**config.mk**
```make
export PLATFORM = sky130hd
export DESIGN_NAME = dma_rd_burst_issuer
export DESIGN_NICKNAME = d
export VERILOG_FILES = /design/src/rtl/dma_pkg.sv /design/src/rtl/dma_sync_fifo.sv /design/src/rtl/dma_rd_burst_issuer.sv
export SDC_FILE = /design/constraint.sdc
export NUM_CORES = 1
export LEC_CHECK = 0
export CORE_AREA = 2 2 507 509
export CTS_CLUSTER_SIZE = 20
export DETAILED_ROUTE_END_ITERATION = 6
export DIE_AREA = 0 0 509 511
export PLACE_DENSITY_LB_ADDON = 0.15
export SLEW_MARGIN = 15
export SYNTH_ARGS = -nofsm -noshare
export SYNTH_HDL_FRONTEND = slang
export SYNTH_HIERARCHICAL = 1
export SYNTH_SLANG_ARGS = --single-unit
```
**constraint.sdc**
```tcl
create_clock -name clk -period 5.4 [get_ports clk]
set_input_delay 1.08 -clock clk [delete_from_list [all_inputs] [get_ports clk]]
set_output_delay 1.08 -clock clk [all_outputs]
set_load 0.01 [all_outputs]
```
**src/rtl/dma_pkg.sv**
```systemverilog
`default_nettype none
// ============================================================================
// Module   : dma_pkg
// Brief    : Shared DMA types: streamer request/response, error record, and
//            read-side queue/tracker entries.
// Revision : 1.0
// ============================================================================
package dma_pkg;

    localparam int DMA_ADDR_WIDTH = 32;
    localparam int DMA_DATA_WIDTH = 512;
    localparam int DMA_STRB_WIDTH = DMA_DATA_WIDTH / 8;

    localparam logic [1:0] DMA_AXI_BURST_INCR = 2'b01;
    localparam logic [1:0] DMA_AXI_RESP_OKAY  = 2'b00;

    typedef logic [DMA_ADDR_WIDTH-1:0] axi_addr_t;
    typedef logic [DMA_DATA_WIDTH-1:0] axi_data_t;
    typedef logic [DMA_STRB_WIDTH-1:0] axi_strb_t;

    typedef enum logic [2:0] {
        DMA_NO_ERR      = 3'd0,
        DMA_SRC_ERR     = 3'd1,
        DMA_DST_ERR     = 3'd2,
        DMA_RD_RESP_ERR = 3'd3,
        DMA_RLAST_ERR   = 3'd4
    } dma_err_src_e;

    typedef struct packed {
        axi_addr_t  addr;
        logic [7:0] alen;
        logic [2:0] size;
        axi_strb_t  strb;
        logic       valid;
    } s_dma_axi_req_t;

    typedef struct packed {
        logic       ready;
        logic [1:0] resp;
    } s_dma_axi_resp_t;

    typedef struct packed {
        logic         valid;
        dma_err_src_e src;
        axi_addr_t    addr;
    } s_dma_error_t;

    typedef struct packed {
        axi_addr_t  addr;
        logic [7:0] alen;
        axi_strb_t  strb;
    } s_dma_rd_trk_t;

    typedef struct packed {
        axi_addr_t  addr;
        logic [7:0] alen;
        logic [2:0] size;
        axi_strb_t  strb;
    } s_dma_rd_req_ent_t;

endpackage
`default_nettype wire

```
**src/rtl/dma_sync_fifo.sv**
```systemverilog
`default_nettype none
// ============================================================================
// Module   : dma_sync_fifo
// Brief    : Single-clock FIFO of an arbitrary type; pointers carry an extra
//            wrap bit so full and empty are distinguished without a counter.
// Revision : 1.0
// ============================================================================
module dma_sync_fifo #(
    parameter type T     = logic,
    parameter int  DEPTH = 4
) (
    input  logic clk,
    input  logic rstn,
    input  logic push,
    input  T     din,
    input  logic pop,
    output T     dout,
    output logic full,
    output logic empty
);

    localparam int IW = (DEPTH > 1) ? $clog2(DEPTH) : 1;
    localparam int PW = (DEPTH > 1) ? $clog2(DEPTH) + 1 : 1;
    localparam logic [PW-1:0] c_wrap = PW'(1) << (PW - 1);

    logic [PW-1:0] r_wr_ptr;
    logic [PW-1:0] r_rd_ptr;
    logic [IW-1:0] w_wr_idx;
    logic [IW-1:0] w_rd_idx;
    logic          w_push;
    logic          w_pop;
    T              r_mem [DEPTH];

    generate
        if (DEPTH > 1) begin : g_multi
            assign w_wr_idx = r_wr_ptr[IW-1:0];
            assign w_rd_idx = r_rd_ptr[IW-1:0];
        end else begin : g_single
            assign w_wr_idx = '0;
            assign w_rd_idx = '0;
        end
    endgenerate

    assign empty  = (r_wr_ptr == r_rd_ptr);
    assign full   = ((r_wr_ptr ^ r_rd_ptr) == c_wrap);
    assign dout   = r_mem[w_rd_idx];
    assign w_push = push & ~full;
    assign w_pop  = pop & ~empty;

    always_ff @(posedge clk or negedge rstn) begin
        if (!rstn) begin
            r_wr_ptr <= '0;
            r_rd_ptr <= '0;
        end else begin
            if (w_push) r_wr_ptr <= r_wr_ptr + 1'b1;
            if (w_pop)  r_rd_ptr <= r_rd_ptr + 1'b1;
        end
    end

    // Storage needs no reset: the pointers alone define which entries are live.
    always_ff @(posedge clk) begin
        if (w_push) r_mem[w_wr_idx] <= din;
    end

endmodule
`default_nettype wire

```
**src/rtl/dma_rd_burst_issuer.sv**
```systemverilog
`default_nettype none
// ============================================================================
// Module   : dma_rd_burst_issuer
// Brief    : Queues streamer read requests, issues AXI4 AR bursts with bounded
//            outstanding count, and forwards R beats with strobes and checks.
// Revision : 1.0
// ============================================================================
module dma_rd_burst_issuer
    import dma_pkg::*;
#(
    parameter int REQ_FIFO_DEPTH  = 4,
    parameter int MAX_OUTSTANDING = 4
) (
    input  logic            clk,
    input  logic            rstn,
    input  s_dma_axi_req_t  dma_axi_req_i,
    output s_dma_axi_resp_t dma_axi_resp_o,
    output logic            arvalid_o,
    output logic [31:0]     araddr_o,
    output logic [7:0]      arlen_o,
    output logic [2:0]      arsize_o,
    output logic [1:0]      arburst_o,
    input  logic            arready_i,
    input  logic            rvalid_i,
    input  axi_data_t       rdata_i,
    input  logic [1:0]      rresp_i,
    input  logic            rlast_i,
    output logic            rready_o,
    output logic            rd_valid_o,
    output axi_data_t       rd_data_o,
    output axi_strb_t       rd_strb_o,
    output logic            rd_last_o,
    input  logic            rd_ready_i,
    input  logic            err_clr_i,
    output s_dma_error_t    rd_err_o,
    output logic            idle_o
);

    s_dma_rd_req_ent_t w_req_din;
    s_dma_rd_req_ent_t w_req_head;
    logic              w_req_push;
    logic              w_req_full;
    logic              w_req_empty;

    s_dma_rd_trk_t     w_trk_din;
    s_dma_rd_trk_t     w_trk_head;
    logic              w_trk_pop;
    logic              w_trk_full;
    logic              w_trk_empty;

    logic              r_ar_valid;
    axi_addr_t         r_ar_addr;
    logic [7:0]        r_ar_len;
    logic [2:0]        r_ar_size;
    logic              w_ar_hs;
    logic              w_load;

    logic [7:0]        r_beat_cnt;
    logic              w_beat;
    logic              w_exp_last;
    logic              w_resp_err;
    logic              w_rlast_err;
    s_dma_error_t      r_err;

    // ---------------------------------------------------------------- request queue
    assign w_req_push = dma_axi_req_i.valid & ~w_req_full;
    assign w_req_din  = '{addr: dma_axi_req_i.addr, alen: dma_axi_req_i.alen,
                          size: dma_axi_req_i.size, strb: dma_axi_req_i.strb};

    always_comb begin
        dma_axi_resp_o       = '0;
        dma_axi_resp_o.ready = ~w_req_full;
    end

    dma_sync_fifo #(
        .T     (s_dma_rd_req_ent_t),
        .DEPTH (REQ_FIFO_DEPTH)
    ) u_req_fifo (
        .clk   (clk),
        .rstn  (rstn),
        .push  (w_req_push),
        .din   (w_req_din),
        .pop   (w_load),
        .dout  (w_req_head),
        .full  (w_req_full),
        .empty (w_req_empty)
    );

    // ---------------------------------------------------------------- AR slot
    // The tracker entry is reserved at load time, so the slot never holds a
    // burst the tracker cannot accept.
    assign w_ar_hs = r_ar_valid & arready_i;
    assign w_load  = ~w_req_empty & ~w_trk_full & (~r_ar_valid | w_ar_hs);

    always_ff @(posedge clk or negedge rstn) begin
        if (!rstn) begin
            r_ar_valid <= 1'b0;
            r_ar_addr  <= '0;
            r_ar_len   <= '0;
            r_ar_size  <= '0;
        end else if (w_load) begin
            r_ar_valid <= 1'b1;
            r_ar_addr  <= w_req_head.addr;
            r_ar_len   <= w_req_head.alen;
            r_ar_size  <= w_req_head.size;
        end else if (w_ar_hs) begin
            r_ar_valid <= 1'b0;
        end
    end

    assign arvalid_o = r_ar_valid;
    assign araddr_o  = r_ar_addr;
    assign arlen_o   = r_ar_len;
    assign arsize_o  = r_ar_size;
    assign arburst_o = r_ar_valid ? DMA_AXI_BURST_INCR : 2'b00;

    // ---------------------------------------------------------------- outstanding tracker
    assign w_trk_din = '{addr: w_req_head.addr, alen: w_req_head.alen, strb: w_req_head.strb};

    dma_sync_fifo #(
        .T     (s_dma_rd_trk_t),
        .DEPTH (MAX_OUTSTANDING)
    ) u_trk_fifo (
        .clk   (clk),
        .rstn  (rstn),
        .push  (w_load),
        .din   (w_trk_din),
        .pop   (w_trk_pop),
        .dout  (w_trk_head),
        .full  (w_trk_full),
        .empty (w_trk_empty)
    );

    // ---------------------------------------------------------------- R path
    assign rready_o   = rd_ready_i & ~w_trk_empty;
    assign rd_valid_o = rvalid_i & ~w_trk_empty;
    assign rd_data_o  = rdata_i;
    assign w_beat     = rvalid_i & rready_o;
    assign w_exp_last = (r_beat_cnt == w_trk_head.alen);
    assign rd_last_o  = rd_valid_o & w_exp_last;
    assign w_trk_pop  = w_beat & w_exp_last;

    // Only single-beat bursts carry a partial strobe; longer ones are full width.
    always_comb begin
        rd_strb_o = '0;
        if (rd_valid_o) begin
            if (w_trk_head.alen == 8'd0) rd_strb_o = w_trk_head.strb;
            else                         rd_strb_o = '1;
        end
    end

    always_ff @(posedge clk or negedge rstn) begin
        if (!rstn) begin
            r_beat_cnt <= '0;
        end else if (w_beat) begin
            r_beat_cnt <= w_exp_last ? 8'd0 : r_beat_cnt + 8'd1;
        end
    end

    // ---------------------------------------------------------------- error capture
    assign w_resp_err  = w_beat & (rresp_i != DMA_AXI_RESP_OKAY);
    assign w_rlast_err = w_beat & (rlast_i != w_exp_last);

    always_ff @(posedge clk or negedge rstn) begin
        if (!rstn) begin
            r_err <= '0;
        end else if ((w_resp_err | w_rlast_err) & (~r_err.valid | err_clr_i)) begin
            r_err.valid <= 1'b1;
            r_err.src   <= w_resp_err ? DMA_RD_RESP_ERR : DMA_RLAST_ERR;
            r_err.addr  <= w_trk_head.addr;
        end else if (err_clr_i) begin
            r_err <= '0;
        end
    end

    assign rd_err_o = r_err;
    assign idle_o   = w_req_empty & ~r_ar_valid & w_trk_empty;

endmodule
`default_nettype wire

```
### Yosys cells after proc, flatten, opt, wreduce, memory -nomap -nowiden

Memories as Yosys holds them, arrays and structs flattened.
Index checks and enable logic that the tools add are counted.

* equal/unequal tests: 6
* add/subtract/negate cells: 5
* reduce and logical (&&, ||, !) cells: 4
* mux-type cells: 13
* bitwise gates (word level): 29

Operator list (count)
* two-way mux 64 bit: 2
* two-way mux 36 bit: 2
* bitwise AND 1 bit: 18
* adder 3 x 1 -> 3 bit (second input constant): 4
* adder 8 x 1 -> 8 bit (second input constant): 1
* equality test 8 bit: 1
* logical NOT 8 bit: 1
* two-way mux 8 bit: 1
* two-way mux 1 bit: 7
* equality test 3 bit: 2
* equality test 3 bit (second input constant): 2
* inverter 1 bit: 6
* nonzero test 2 bit: 3
* XOR 3 bit: 2
* two-way mux 3 bit: 1
* bitwise OR 1 bit: 3
* inequality test 1 bit: 1

* memories: 2
* word-level logic and storage cells: 71
* bits in registers: 100
* memory bits (writable): 844

Memories
* u_req_fifo.r_mem: depth 4, bits a word 107, rd ports 1, clocked after memory_dff 0, wr ports 1, line dma_sync_fifo.sv:32 `T r_mem [DEPTH];`
* u_trk_fifo.r_mem: depth 4, bits a word 104, rd ports 1, clocked after memory_dff 0, wr ports 1, line dma_sync_fifo.sv:32

### Depth between registers and ports, before layout

* depth in word-level cells: 8
* gate-level depth with buffers: 12
* depth with buffers taken out: 9

### Hierarchy

Netlist, hierarchy kept.

By module, submodules not included
* dma_sync_fifo (u_req_fifo): instances 1, cells each 607, area an instance 15911.5 µm²
* dma_sync_fifo (u_trk_fifo): instances 1, cells each 592, area an instance 15451.1 µm²
* dma_rd_burst_issuer: instances 1, cells each 938, area an instance 7955.1 µm²

### Worst setup path before layout

OpenSTA, ideal clock, no wires.

* path type: input to register
* from: in arready_i
* to: mem u_trk_fifo/r_mem[3][0] (netlist name), enable pin
* arrival time: 5.194 ns
* setup slack: -0.304 ns
* stages: 6
* buffers on the path: 1
* required time: 4.889 ns
* path through: nand2b_1 > nand2_1 > clkinv_1 > clkbuf_1 > nand2_1 > a31oi_2

* word-level cells in the longest chain between the ends: 6

Ends and longest elaborated chain
* start: declaration: line dma_rd_burst_issuer.sv:23 `input logic arready_i,`
* bitwise AND 1 bit: line dma_rd_burst_issuer.sv:92 `assign w_ar_hs = r_ar_valid & arready_i;`
* bitwise OR 1 bit: line dma_rd_burst_issuer.sv:93 `assign w_load = ~w_req_empty & ~w_trk_full & (~r_ar_valid | w_ar_hs);`
* bitwise AND 1 bit: line dma_rd_burst_issuer.sv:93
* named net w_load: line dma_rd_burst_issuer.sv:56 `logic w_load;`
* bitwise AND 1 bit: line dma_sync_fifo.sv:47 `assign w_push = push & ~full;`
* two-way mux 1 bit: line dma_sync_fifo.sv:62 `if (w_push) r_mem[w_wr_idx] <= din;`
* two-way mux 1 bit (implied by the code): line dma_sync_fifo.sv:62
* end: declaration: line dma_sync_fifo.sv:32

The timed path passes the listed nets, and every way through them passes these cells.

### Final worst setup path

* from: reg u_trk_fifo.r_rd_ptr[0]
* to: out rd_last_o

* word-level cells in the longest chain between the ends: 4

Ends and longest elaborated chain
* start: declaration: line dma_sync_fifo.sv:27 `logic [PW-1:0] r_rd_ptr;`
* start signal: assignment: line dma_sync_fifo.sv:56 `if (w_pop) r_rd_ptr <= r_rd_ptr + 1'b1;`
* equality test 3 bit: line dma_sync_fifo.sv:44 `assign empty = (r_wr_ptr == r_rd_ptr);`
* named net w_trk_empty: line dma_rd_burst_issuer.sv:49 `logic w_trk_empty;`
* inverter 1 bit: line dma_rd_burst_issuer.sv:136 `assign rd_valid_o = rvalid_i & ~w_trk_empty;`
* bitwise AND 1 bit: line dma_rd_burst_issuer.sv:136
* bitwise AND 1 bit: line dma_rd_burst_issuer.sv:140 `assign rd_last_o = rd_valid_o & w_exp_last;`
* end: declaration: line dma_rd_burst_issuer.sv:32 `output logic rd_last_o,`

The timed path passes the listed nets, and every way through them passes these cells.

==> results.yml <==
outcome:
  status: "completed"
power_and_ir_drop:
  combinationalPowerShare: 0.289
  p_per_area_mw_per_mm2: 574
  switching_share: 0.327
  p_seq_frac: 0.432
  clkPwrFrac: 0.278
  power.internal_w: 0.0179
  irDropWorstVdd_uv: 327
  p_leak_nw: 14.3
  switchingPower_w: 0.00866
clock_tree:
  cts-root-buf: "clkbuf_16"
  htree_levels: 3
  cts_tree: "built"
  clk_latency_ps: 740
  path_clk_slew_ps: 60
  cts_buffer_depth: 3
  cts_inserted_buffers: 106
  cts_sinks: 943
final_layout:
  nets: 2612
  syn_to_final_growth_pct: 17.5
  drive_gt1_frac: 0.218
  instances_no_fill: 5454
worst_hold_path:
  hp-class: "in2async"
global_route:
  grtUsageTotal: 0.207
  grt_max_degree: 81
  grt_pass1_wl_microns: 324000
  grt_pass1_vias: 19911
  grt_overflow_total: 0
  antenna_found_initial: 34
timing:
  setup_viol: 0
  clock_skew_ps: 43.1
  slew-limit-headroom: 0.371
  fin_crit_sh: 0.934
  drv_slew: 0
  rsz0062_at_grt: "no"
  hold_viol_final: 0
  period_minus_slack_ps: 5050
  fmax_mhz: 198
  worstMarginPinSlew_ps: 944
  fin_setup_tns_ps: 0
placed_design:
  hpwlAfterDp_microns: 231000
  io_buffers: 266
  dpl.cell_count: 5241
  gp_congestion: 0.926
route:
  antenna_left: 0
  dr_total_vias: 19484
  drt_iter0_drc: 1304
  viasPerCell: 3.57
  drtPass1Iterations: 5
  wire_per_inst_microns: 50.7
  drc_errors: 0
  drt_wl_total_microns: 277000
logic_synthesis:
  ys_types: 47
  netlist_area_sq_mm: 0.0393
  yosys_warnings: 6
  async_flop_share: 0.105
  synth-edff-count: 844
  synth_area_per_cell_sq_um: 18.4
  ys_seq_elements: 943
  synthFlopType: "edfxtp_1"
  syn_inst: 2137
  seq_area_frac_synth: 0.708
critical_path:
  crit_arrival_ps: 3970
  crit_path_end_kind: "output port"
  cp.required_ps: 4320
  ff2ff_path_depth: 10
  reg2reg_slack_ps: 1220
  path_class: "reg2out"
  worst_setup_path_start_kind: "register"
  r2r-start: "u_trk_fifo/r_rd_ptr[0]$_DFFE_PN0P_"
  critPathMaxFanout: 56
  critPathLaunch: "u_trk_fifo/r_rd_ptr[0]$_DFFE_PN0P_"
floorplanning:
  coreArea_sq_mm: 0.255
  io_pins: 1294
  fp.dieW_microns: 509
  fp-row-count: 186
  start_util: 0.154
  die_area_sq_mm: 0.260
  fp.dieH_microns: 511
job:
  maxCapViolCount: 0
worst max-delay path, cell delays in order (launching register included):
cell and delay (ps):
dfrtp_4 780, xor2_2 320, nor3_1 120, buf_4 210
nor2b_4 420, buf_12 340, and3_1 400, clkdlybuf4s50_1 610
routing by layer:
layer / track usage / vias up / share of wire
li1: - / 7362 / -
met1: 0.132 / 9918 / 0.22
met2: 0.302 / 1900 / 0.42
met3: 0.323 / 248 / 0.33
met4: 0.0382 / 56 / 0.017
met5: 0.0543 / - / 0.0078
cell usage in the layout (no fill, tap or decap), types with 18 or more instances in the layout:
cell             count
buf_4               33
clkinv_1            18
edfxtp_1           844
clkbuf_1            29
clkinv_2            20
clkbuf_16          106
clkdlybuf4s50_1    265
mux4_2             211
dfrtp_1             95
nand2_1            145
a22o_1              32
buf_12              18
o21a_1              64
area by class of cell:
cell class | instances | area [sq um]
antenna | 4 | 10.0
clock buffer | 142 | 2860
clock inverter | 60 | 678
fill | 27204 | 209000
inverter | 12 | 46.3
multi-input combinational | 591 | 7260
sequential | 943 | 27800
tap | 3384 | 4230
timing repair buffer | 318 | 3280
cell usage after synthesis, types with 5 or more instances:
cell / count / area share
buf_2: 27 / 0.0034
a22o_1: 32 / 0.0071
nor2_1: 5 / 0.00048
clkbuf_1: 23 / 0.0022
xnor2_1: 8 / 0.0018
buf_6: 8 / 0.0023
and3_1: 8 / 0.0013
mux4_2: 211 / 0.12
buf_4: 529 / 0.10
nand2_1: 146 / 0.014
inv_1: 11 / 0.0011
o31ai_1: 11 / 0.0021
nand3_1: 7 / 0.00089
edfxtp_1: 844 / 0.64
xor2_1: 13 / 0.0029
dfrtp_1: 99 / 0.063
buf_1: 6 / 0.00057
nand2b_1: 9 / 0.0014
o21a_1: 64 / 0.012
o21ai_0: 8 / 0.0010
ha_1: 11 / 0.0035
a21oi_1: 13 / 0.0017
per-stage QoR:
step	worst slack, ps	util	area, sq um	total power, W	hold WS [ps]
2_1_floorplan	473	-	39300	0.0159	499
4_1_cts	71.7	0.181	46200	0.0272	388
6_report	355	0.181	46200	0.0265	382
3_3_place_gp	754	0.167	42600	0.0194	463
3_5_place_dp	657	0.167	42600	0.0196	462
5_1_grt	117	0.181	46200	0.0278	444
cells by family after synthesis:
logic type	after synthesis	synth area share
AND/OR/NAND/NOR	194	0.0219
other	1	0.0000954
adder cells (fa/ha/maj)	11	0.00350
AO/OA/AOI/OAI	142	0.0276
flip-flops	943	0.708
XOR/XNOR	26	0.00675
buffers and inverters	607	0.111
multiplexers	213	0.121
registers in the layout, indices dropped and copies added (netlist names):
signal and cells:
araddr_o 32, arsize_o 3, u_trk_fifo/r_rd_ptr 3, arlen_o 8
u_req_fifo/r_mem 428, r_beat_cnt 8, u_trk_fifo/r_mem 416, u_trk_fifo/r_wr_ptr 3
u_req_fifo/r_rd_ptr 3, u_req_fifo/r_wr_ptr 3, arvalid_o 1, rd_err_o 35
power by group through the flow:
stage | sequential (W) | combinational [W] | clock, W
4_1_cts | 0.0115 | 0.00802 | 0.00762
5_1_grt | 0.0116 | 0.00828 | 0.00785
3_5_place_dp | 0.0117 | 0.00794 | 0
3_3_place_gp | 0.0116 | 0.00790 | 0
2_1_floorplan | 0.0116 | 0.00438 | 0
6_report | 0.0115 | 0.00767 | 0.00738
repair_timing:
action / CTS / global route
setup endpoints to repair: 64 / 0
buffers inserted: 5 / 0
gates resized for setup: 6 / 0
hold buffers: 0 / 0
final timing paths:
path | end
max | rd_last_o
min | arlen_o[3]$_DFFE_PN0P_
max reg2reg | u_trk_fifo/r_mem[3][53]$_DFFE_PP_
min reg2reg | araddr_o[15]$_DFFE_PN0P_
max in group asynchronous | rd_err_o[31]$_DFFE_PN0P_
min in group clk | araddr_o[15]$_DFFE_PN0P_
No activity file was read; power rests on OpenSTA's default activity.
